File: src/rtl/mem_port_arbiter.sv
`default_nettype none
// ============================================================================
//  Module      : mem_port_arbiter
//  Description : Arbitrates the single-port unified memory between instruction
//                fetch and load/store. Each access runs grant -> wait-ready ->
//                respond. The block returns read data, raises pipeline stall
//                requests and pulses write_done when a store completes.
//  Revision    : 1.0  initial release
// ============================================================================
module mem_port_arbiter #(
  parameter int ADDR_W  = 16,
  parameter int DATA_W  = 16,
  parameter int TIMEOUT = 8
) (
  input  logic              clk,
  input  logic              rst_n,
  // fetch requester
  input  logic              if_req,
  input  logic [ADDR_W-1:0] if_addr,
  output logic              if_ack,
  output logic [DATA_W-1:0] if_rdata,
  // data requester
  input  logic              d_req,
  input  logic              d_we,
  input  logic [ADDR_W-1:0] d_addr,
  input  logic [DATA_W-1:0] d_wdata,
  output logic              d_ack,
  output logic [DATA_W-1:0] d_rdata,
  output logic              write_done,
  // pipeline stall requests
  output logic              pc_stall,
  output logic              mem_stall,
  // memory port
  output logic              m_en,
  output logic              m_we,
  output logic [ADDR_W-1:0] m_addr,
  output logic [DATA_W-1:0] m_wdata,
  input  logic [DATA_W-1:0] m_rdata,
  input  logic              m_ready,
  // sticky timeout flag
  output logic              err
);

  localparam int TMR_W = (TIMEOUT > 1) ? $clog2(TIMEOUT) : 1;
  localparam logic [TMR_W-1:0] TMR_LAST = TMR_W'(TIMEOUT - 1);

  localparam logic [1:0] ST_IDLE = 2'd0;
  localparam logic [1:0] ST_WAIT = 2'd1;
  localparam logic [1:0] ST_RESP = 2'd2;

  logic [1:0]       r_state;
  logic [TMR_W-1:0] r_timer;
  logic             r_owner_d;   // 1 = current access belongs to the data port
  logic             r_last_d;    // 1 = most recent grant went to the data port

  logic w_any_req;
  logic w_grant_d;
  logic w_timeout;

  // Data normally wins; fetch wins when data had the previous grant, so a
  // stream of loads/stores can never starve instruction fetch.
  assign w_any_req = if_req | d_req;
  assign w_grant_d = d_req & ~(r_last_d & if_req);
  assign w_timeout = (r_timer == TMR_LAST) & ~m_ready;

  // Sequencer: owner selection, wait timer and state transitions.
  always_ff @(posedge clk or negedge rst_n) begin
    if (!rst_n) begin
      r_state   <= ST_IDLE;
      r_timer   <= '0;
      r_owner_d <= 1'b0;
      r_last_d  <= 1'b0;
      err       <= 1'b0;
    end else begin
      case (r_state)
        ST_IDLE: begin
          if (w_any_req) begin
            r_owner_d <= w_grant_d;
            r_last_d  <= w_grant_d;
            r_timer   <= '0;
            r_state   <= ST_WAIT;
          end
        end
        ST_WAIT: begin
          if (m_ready) begin
            r_state <= ST_RESP;
          end else if (w_timeout) begin
            err     <= 1'b1;
            r_state <= ST_RESP;
          end else begin
            r_timer <= r_timer + 1'b1;
          end
        end
        ST_RESP: begin
          r_state <= ST_IDLE;
        end
        default: begin
          r_state <= ST_IDLE;
        end
      endcase
    end
  end

  // Memory port: launch on grant, hold steady through WAIT, drop enable on completion.
  always_ff @(posedge clk or negedge rst_n) begin
    if (!rst_n) begin
      m_en    <= 1'b0;
      m_we    <= 1'b0;
      m_addr  <= '0;
      m_wdata <= '0;
    end else begin
      case (r_state)
        ST_IDLE: begin
          if (w_any_req) begin
            m_en    <= 1'b1;
            m_we    <= w_grant_d & d_we;
            m_addr  <= w_grant_d ? d_addr : if_addr;
            m_wdata <= w_grant_d ? d_wdata : '0;
          end else begin
            m_en <= 1'b0;
          end
        end
        ST_WAIT: begin
          if (m_ready || w_timeout) begin
            m_en <= 1'b0;
          end
        end
        default: begin
          m_en <= 1'b0;
        end
      endcase
    end
  end

  // Read-data capture: stores keep d_rdata, an aborted access returns zero.
  always_ff @(posedge clk or negedge rst_n) begin
    if (!rst_n) begin
      if_rdata <= '0;
      d_rdata  <= '0;
    end else if (r_state == ST_WAIT) begin
      if (m_ready) begin
        if (!r_owner_d) begin
          if_rdata <= m_rdata;
        end else if (!m_we) begin
          d_rdata <= m_rdata;
        end
      end else if (w_timeout) begin
        if (r_owner_d) begin
          d_rdata <= '0;
        end else begin
          if_rdata <= '0;
        end
      end
    end
  end

  // Acks last exactly the RESP cycle; m_we still reflects the finished access.
  assign if_ack     = (r_state == ST_RESP) & ~r_owner_d;
  assign d_ack      = (r_state == ST_RESP) & r_owner_d;
  assign write_done = d_ack & m_we;
  assign pc_stall   = if_req & ~if_ack;
  assign mem_stall  = d_req & ~d_ack;

endmodule
`default_nettype wire

File: config.mk
export PLATFORM = sky130hd
export DESIGN_NAME = mem_port_arbiter
export DESIGN_NICKNAME = d
export VERILOG_FILES = /design/src/rtl/mem_port_arbiter.sv
export SDC_FILE = /design/constraint.sdc
export NUM_CORES = 1
export LEC_CHECK = 0
export BUFFER_PORTS_ARGS = -buffer_cell sky130_fd_sc_hd__buf_2
export CAP_MARGIN = 30
export CORE_MARGIN = 2
export CORE_UTILIZATION = 45
export CTS_BUF_LIST = sky130_fd_sc_hd__clkbuf_8 sky130_fd_sc_hd__clkbuf_16
export DETAILED_ROUTE_END_ITERATION = 8
export GPL_ROUTABILITY_DRIVEN = 0
export PLACE_DENSITY = 0.77
export SYNTH_ARGS = -nofsm -noshare
export SYNTH_HDL_FRONTEND = slang
export SYNTH_SLANG_ARGS = --single-unit
File: constraint.sdc
create_clock -name clk -period 4.1 [get_ports clk]
set_input_delay 0.205 -clock clk [delete_from_list [all_inputs] [get_ports clk]]
set_output_delay 0.205 -clock clk [all_outputs]
set_load 0.02 [all_outputs]
==> results of run 1 <==
power by group:
group	switching, mW	internal, mW
clock	0.264	0.361
combinational	0.822	0.569
sequential	0.192	1.05
sequential cells by signal, summed over array words and instances, names as in the netlist:
signal / cells
d_rdata: 16
if_rdata: 16
m_addr: 16
m_wdata: 16
r_timer: 3
r_state: 2
err: 1
m_en: 1
m_we: 1
r_last_d: 1
worst max-delay path, delay by kind of cell, from the launching register on:
kind	cells	cell delay [ns]
fa+ha+maj	2	0.37
simple gates	2	0.79
mux	1	0.42
flops	1	0.36
layer usage:
layer,track usage (%),wire length (µm),up-vias
met1,22.43,2896,1096
met2,27.48,2927,109
li1,-,-,1130
met4,7.133,93,0
met5,0,0,-
met3,4.171,549,7
synthesized netlist by cell type:
library cell and number:
and2_1 17, a21oi_1 17, dfrtp_1 73, and3b_1 1, a31oi_1 16, nor2_1 2
nor2_2 1, inv_1 2, nor3b_1 1, a21boi_2 1, nor4b_4 1, nor2b_1 2
nor3_4 1, a22o_1 19, clkbuf_1 9, and2b_1 1, ha_1 2, nand2b_1 1
buf_4 3, a31o_2 1, or2_2 1, buf_6 4, and2_4 1, nand2_1 4
nand4b_4 1, a21o_1 1, mux2_2 33, mux2i_1 16
metrics by stage:
stage | hold WS (ns) | utilization, % | power (mW) | std cells | setup WS, ns
after floorplan | -0.09059 | - | 2.202 | 232 | 2.251
after global placement | 0.3240 | 56.94 | 2.623 | 439 | 2.066
after detailed placement | 0.3277 | 57.17 | 2.660 | 440 | 2.014
after CTS | 0.06413 | 60.69 | 3.295 | 457 | 2.005
after global routing | 0.07614 | 60.69 | 3.467 | 457 | 1.900
final | 0.08045 | 60.69 | 3.260 | 457 | 2.040
cells by family after synthesis:
logic type	Yosys count	synth area share, %
flops	73	58.40
compound gates	55	12.12
mux	49	17.00
simple gates	35	8.200
buf+inv	18	3.480
fa+ha+maj	2	0.7999
how the worst max path moves through the flow:
| stage | end |
|---|---|
| 2_1_floorplan | d_rdata[10] |
| 3_3_place_gp | m_wdata[3] |
| 3_5_place_dp | if_rdata[0] |
| 4_1_cts | if_rdata[0] |
| 5_1_grt | if_rdata[0] |
| 6_report | if_rdata[0] |
repair_timing:
| action | in CTS | in global routing |
|---|---|---|
| hold buffers | 1 | 0 |
| hold endpoints to repair | 34 | 0 |
| gates resized for setup | 0 | 0 |
layout make-up:
type,instances,area [µm²],area share [%]
sequential,73,1827,44.55
multi-input combinational,141,1192,29.08
clock buffer,10,137.6,3.357
clock inverter,6,90.09,2.197
timing repair buffer,145,745.7,18.19
tap,80,100.1,2.441
inverter,2,7.507,0.1831
==> impl_summary.log, run 1 <==
INFO  metric status = completed
INFO  metric nFillCells = 556
INFO  metric area_growth = 31.08%
INFO  metric finish.net_count = 444
INFO  metric final.period_utilization = 50.25%
INFO  metric grt_pass1_wl = 10.19 mm
INFO  metric crit_path_category = register to register
INFO  metric synthesis.area_per_instance = 13.48 µm²
INFO  metric placed_area = 3862 µm²
INFO  metric maximum_number_of_pins_on_one_net_before_global_route_repair = 40
INFO  metric cts.clk_slew.worst_paths = 0.08 ns
INFO  metric drtIter0Drc = 60
INFO  metric min_path_type = primary input to register
INFO  metric cells_after_synthesis = 232
INFO  metric n_antenna_cell = 0
INFO  metric setup_viol = 0
INFO  metric gr_util_all_layers = 17.20%
INFO  metric postRouteAntennaNets = 0
INFO  metric routed-via-count = 2342
INFO  metric finish.instance_area = 4100 µm²
INFO  metric yosys_warnings = 0
INFO  metric synth.yosys.seq_area_share = 58.40%
INFO  metric crit_start = r_timer[0]
INFO  metric worst_path_most_repeated_cell = ha_1
INFO  metric numPortBuffers = 141
INFO  metric top_library_cells_by_usage_in_the_layout_fill_and_taps_aside = 141 x buf_2, 73 x dfrtp_1, 33 x mux2_2
INFO  metric timing.final.hold_violations = 0
INFO  metric grt_antenna_before_repair = 0
INFO  metric hold_start = d_wdata[10]
INFO  metric synth.top_cells.by_area = dfrtp_1 58%, mux2_2 12%, a22o_1 5.3%, mux2i_1 5.1%, and2_1 3.4%
INFO  metric max-clock-path-buffers = 2
INFO  metric vdd_ir_drop_max = 0.0004180 V
INFO  metric synth_top_area_cell = dfrtp_1
INFO  metric max_slew.worst_pin.slew = 0.7875 ns
INFO  metric path_max_fanout = 16
INFO  metric synth.lib_cells_used.distinct = 28
INFO  metric synth_largest_type_area_fraction = 58.40%
INFO  metric finalWirelength = 6.467 mm
INFO  metric avgViaCountPerCell = 5.125
INFO  metric netlist_area = 3128 µm²
INFO  metric cp_data_arrival_time = 2.28 ns
INFO  metric post-route-min-period = 2.060 ns
INFO  metric max_slew_margin = 47.50%
INFO  metric timing.critical_path.cells = ha_1, ha_1, nor2_1, nor3_4, mux2_2
INFO  metric ff2ff_setup_slack = 2.04 ns
INFO  metric cell_leakage_power = 2.159 nW
INFO  metric starting_utilization_of_the_core_area = 46.30%
INFO  metric finClkSkew = 0.006518 ns
INFO  metric timing.setup.tns = 0 ns
INFO  metric max-cap-violations = 0
INFO  metric tritoncts_num_sinks = 73
INFO  metric layout.cells.most_common = buf_2
INFO  metric ios = 142
INFO  metric holdPathStages = 2
INFO  metric pwr_density_cell = 795.0 nW/µm²
INFO  metric worstReg2RegEnd = if_rdata[0]
INFO  metric postSynthRegisterBits = 73
INFO  metric setup.worst_path.start_class = register
INFO  metric die_width = 87.38 µm
INFO  metric hold-path-endpoint = m_wdata[10]
INFO  metric critPathRequiredTime = 4.32 ns
INFO  metric core.rowCount = 30
INFO  metric cts_root_buffer = clkbuf_8
INFO  metric cts_inserted_buffers = 9
INFO  metric first_pass_iters = 4
INFO  metric placeableCoreArea = 6756 µm²
INFO  metric critPathSlowestCell = nor3_4
INFO  metric synth_nets = 304
INFO  metric post-cts-setup-buffers = 0
INFO  metric die_area = 7634 µm²
INFO  metric cpPeakStageDelay = 0.67 ns
INFO  metric grt_overflow = 0
INFO  metric critical_path.endpoint_type = register
INFO  metric slew_violations = 0
INFO  metric worst_reg2reg_path_length_in_cells = 5
INFO  metric rr_startpoint = r_timer[0]
INFO  metric detail_route.wl_per_cell = 14.15 µm
INFO  metric insertion_delay = 0.33 ns
INFO  metric dp_hpwl = 4.574 mm
INFO  metric cts_max_level = 3
INFO  metric rsz0062_at_grt = no
INFO  metric die_y = 87.38 µm
INFO  metric fmax = 0.4854 GHz
INFO  metric route.detailed.drc = 0
INFO  metric drive_above_1_share = 53.32%
INFO  metric first_global_vias = 2145
INFO  metric tritoncts = done
(Power assumes the default switching activity.)
==> run 2: changes to the inputs <==
--- a/config.mk
+++ b/config.mk
@@ -8,11 +8,11 @@
 export BUFFER_PORTS_ARGS = -buffer_cell sky130_fd_sc_hd__buf_2
 export CAP_MARGIN = 30
 export CORE_MARGIN = 2
-export CORE_UTILIZATION = 45
+export CORE_UTILIZATION = 42
 export CTS_BUF_LIST = sky130_fd_sc_hd__clkbuf_8 sky130_fd_sc_hd__clkbuf_16
 export DETAILED_ROUTE_END_ITERATION = 8
 export GPL_ROUTABILITY_DRIVEN = 0
-export PLACE_DENSITY = 0.77
+export PLACE_DENSITY = 0.76
 export SYNTH_ARGS = -nofsm -noshare
 export SYNTH_HDL_FRONTEND = slang
 export SYNTH_SLANG_ARGS = --single-unit
==> constraint.sdc (replaced) <==
create_clock -name clk -period 1.7 [get_ports clk]
set_input_delay 0.085 -clock clk [delete_from_list [all_inputs] [get_ports clk]]
set_output_delay 0.085 -clock clk [all_outputs]
set_load 0.02 [all_outputs]
==> impl_summary.log, run 2 (same netlist as run 1, synthesis figures left out) <==
INFO  metric gr_util_all_layers = 18.80% (+1.6 points)
INFO  metric critical_path.endpoint_type = register
INFO  metric starting_utilization_of_the_core_area = 43.36% (-2.9 points)
INFO  metric tritoncts_num_sinks = 73 (unchanged)
INFO  metric n_antenna_cell = 0 (unchanged)
INFO  metric detail_route.wl_per_cell = 14.70 µm (+3.8%)
INFO  metric placeableCoreArea = 7214 µm² (+6.8%)
INFO  metric timing.final.hold_violations = 0 (unchanged)
INFO  metric pwr_density_cell = 1797 nW/µm² (+130%)
INFO  metric first_pass_iters = 4 (unchanged)
INFO  metric placed_area = 3986 µm² (+3.2%)
INFO  metric path_max_fanout = 4 (-12)
INFO  metric cts_root_buffer = clkbuf_8
INFO  metric finish.instance_area = 4428 µm² (+8.0%)
INFO  metric drive_above_1_share = 53.35% (about the same)
INFO  metric hold-path-endpoint = m_addr[6]
INFO  metric core.rowCount = 31 (+3.3%)
INFO  metric grt.busiest_layer = met2
INFO  metric critPathRequiredTime = 1.91 ns (-2.41 ns)
INFO  metric tritoncts = done
INFO  metric nFillCells = 594 (+6.8%)
INFO  metric dp_worst_setup_slack = 0.007325 ns (-2.006 ns)
INFO  metric die_area = 8154 µm² (+6.8%)
INFO  metric dp.cells = 465 (+5.7%)
INFO  metric maximum_number_of_pins_on_one_net_before_global_route_repair = 39 (-2.5%)
INFO  metric max-clock-path-buffers = 2 (unchanged)
INFO  metric dp_hpwl = 4.973 mm (+8.7%)
INFO  metric cell_leakage_power = 2.287 nW (+5.9%)
INFO  metric fraction_of_power_consumed_by_combinational_cells = 45.8% (+3.1 points)
INFO  metric first_global_vias = 2527 (+18%)
INFO  metric ff2ff_setup_slack = 0.04 ns (-2.00 ns)
INFO  metric routed-via-count = 2477 (+5.8%)
INFO  metric gr-usage-met1 = 25.35% (+2.9 points)
INFO  metric finish.net_count = 471 (+6.1%)
INFO  metric power_frac_clock = 16.1% (-3.1 points)
INFO  metric power_report.internal_total = 4.762 mW (+140%)
INFO  metric sequential_power_share = 38.1% (about the same)
INFO  metric max_slew_margin = 68.66% (+21 points)
INFO  metric postRouteAntennaNets = 0 (unchanged)
INFO  metric crit_path_category = register to register
INFO  metric min_path_type = primary input to register
INFO  metric post-route-min-period = 1.658 ns (-0.4019 ns)
INFO  metric netSwitchingPower = 3.197 mW (+150%)
INFO  metric finClkSkew = 0.008778 ns (+0.002260 ns)
INFO  metric cts_max_level = 3 (unchanged)
INFO  metric grt_antenna_before_repair = 0 (unchanged)
INFO  metric worstReg2RegEnd = r_timer[0]
INFO  metric groute.layer.met2.usage = 29.39% (+1.9 points)
INFO  metric cts_inserted_buffers = 9 (unchanged)
INFO  metric slew_violations = 0 (unchanged)
INFO  metric rr_startpoint = r_timer[1]
INFO  metric grt_pass1_wl = 12.19 mm (+20%)
INFO  metric instances_no_fill = 502 (+9.8%)
INFO  metric setup_viol = 0 (unchanged)
INFO  metric switching_share = 40.17% (+0.96 points)
INFO  metric numPortBuffers = 141 (unchanged)
INFO  metric die_y = 90.30 µm (+3.3%)
INFO  metric setup.worst_path.start_class = register
INFO  metric vdd_ir_drop_max = 0.0007903 V (+89%)
INFO  metric ios = 142 (unchanged)
INFO  metric route.detailed.drc = 0 (unchanged)
INFO  metric grt_overflow = 0 (unchanged)
INFO  metric worst_reg2reg_path_length_in_cells = 6 (+1)
INFO  metric final.period_utilization = 97.54% (+47 points)
INFO  metric die_width = 90.30 µm (+3.3%)
INFO  metric holdPathStages = 3 (+1)
INFO  metric status = completed
INFO  metric finalWorstSetupSlack = 0.04177 ns (-1.998 ns)
INFO  metric max-cap-violations = 0 (unchanged)
INFO  metric finalWirelength = 7.377 mm (+14%)
INFO  metric drtIter0Drc = 83 (+38%)
INFO  metric max_slew.worst_pin.slew = 0.4701 ns (-0.3174 ns)
INFO  metric grtUsageMet3 = 4.758% (+0.59 points)
INFO  metric layout.cells.most_common = buf_2
INFO  metric avgViaCountPerCell = 4.934 (-3.7%)
INFO  metric fmax = 0.6031 GHz (+24%)
INFO  metric cts.clk_slew.worst_paths = 0.07 ns (about the same)
INFO  metric insertion_delay = 0.33 ns (about the same)
INFO  metric cp_data_arrival_time = 1.87 ns (-0.41 ns)
INFO  metric area_growth = 41.56%
INFO  metric hold_start = d_addr[6]
INFO  metric top_library_cells_by_usage_in_the_layout_fill_and_taps_aside = 140 x buf_2, 72 x dfrtp_1, 32 x mux2_2
[run 2: cell count changes in the layout (fill, tap and decap cells not counted), moves of 2 or more]
cell           delta
ha_1              -2
dlygate4sd3_1    +17
buf_12            +4
buf_4             +6
[run 2: area by class of cell]
class,count,area [µm²],share of cell area (%)
flip-flops and latches,73,1828,41.28
clock inverters,6,61.31,1.385
repair buffers,171,1032,23.31
inverters,2,7.507,0.1695
clock buffers,9,123.9,2.797
multi-input cells,142,1251,28.26
well taps,99,123.9,2.797
[run 2: repair_timing]
| action | 4_1_cts | 5_1_grt |
|---|---|---|
| endpoints found under the setup margin | 2 | 17 |
| pin swaps | 0 | 2 |
| hold buffers | 18 | 0 |
| gates resized for setup | 0 | 8 |
| cloned | 1 | 0 |
| buffers inserted | 0 | 3 |
| hold endpoints to repair | 52 | 0 |
[run 2: through the flow]
step	utilization [%]	setup TNS [ns]	power [mW]	hold WS [ns]
floorplan	-	0	5.315	-0.2106
global placement	55.25	0	6.470	0.07028
detailed placement	55.25	0	6.565	0.07664
CTS	60.53	0	7.912	0.05854
global route	61.38	-0.002546	8.458	0.07926
finish	61.38	0	7.959	0.06946
[run 2: how the worst max path moves through the flow]
stage | slack (ns) | to | start
final | 0.04 | r_timer[0] | r_timer[1]
after global routing | -0.003 | r_timer[0] | r_timer[1]
after CTS | 0.01 | r_timer[0] | r_timer[0]
after detailed placement | 0.007 | d_rdata[15] | r_timer[0]
after global placement | 0.05 | d_rdata[1] | r_timer[0]
after floorplan | 0.03 | d_rdata[10] | r_timer[0]
[run 2: worst max-delay path: stages (launching register included)]
cell and delay [ns]:
dfrtp_1 0.39, ha_2 0.20, ha_4 0.17, buf_6 0.12, nor4b_4 0.30, a21oi_2 0.10
mux2_4 0.27
[run 2: power groups by stage]
stage / Combinational, mW / Clock (mW) / Sequential (mW)
3_5_place_dp: 3.54 / 0 / 3.03
5_1_grt: 3.92 / 1.39 / 3.15
3_3_place_gp: 3.45 / 0 / 3.02
4_1_cts: 3.57 / 1.32 / 3.02
6_report: 3.65 / 1.28 / 3.03
2_1_floorplan: 1.40 / 0 / 3.92
[run 2: layer usage]
layer	wire length [µm]	part of all wire (%)
met4	146	2.0
met1	3437	47
met5	0	0
met2	3308	45
met3	486	6.6
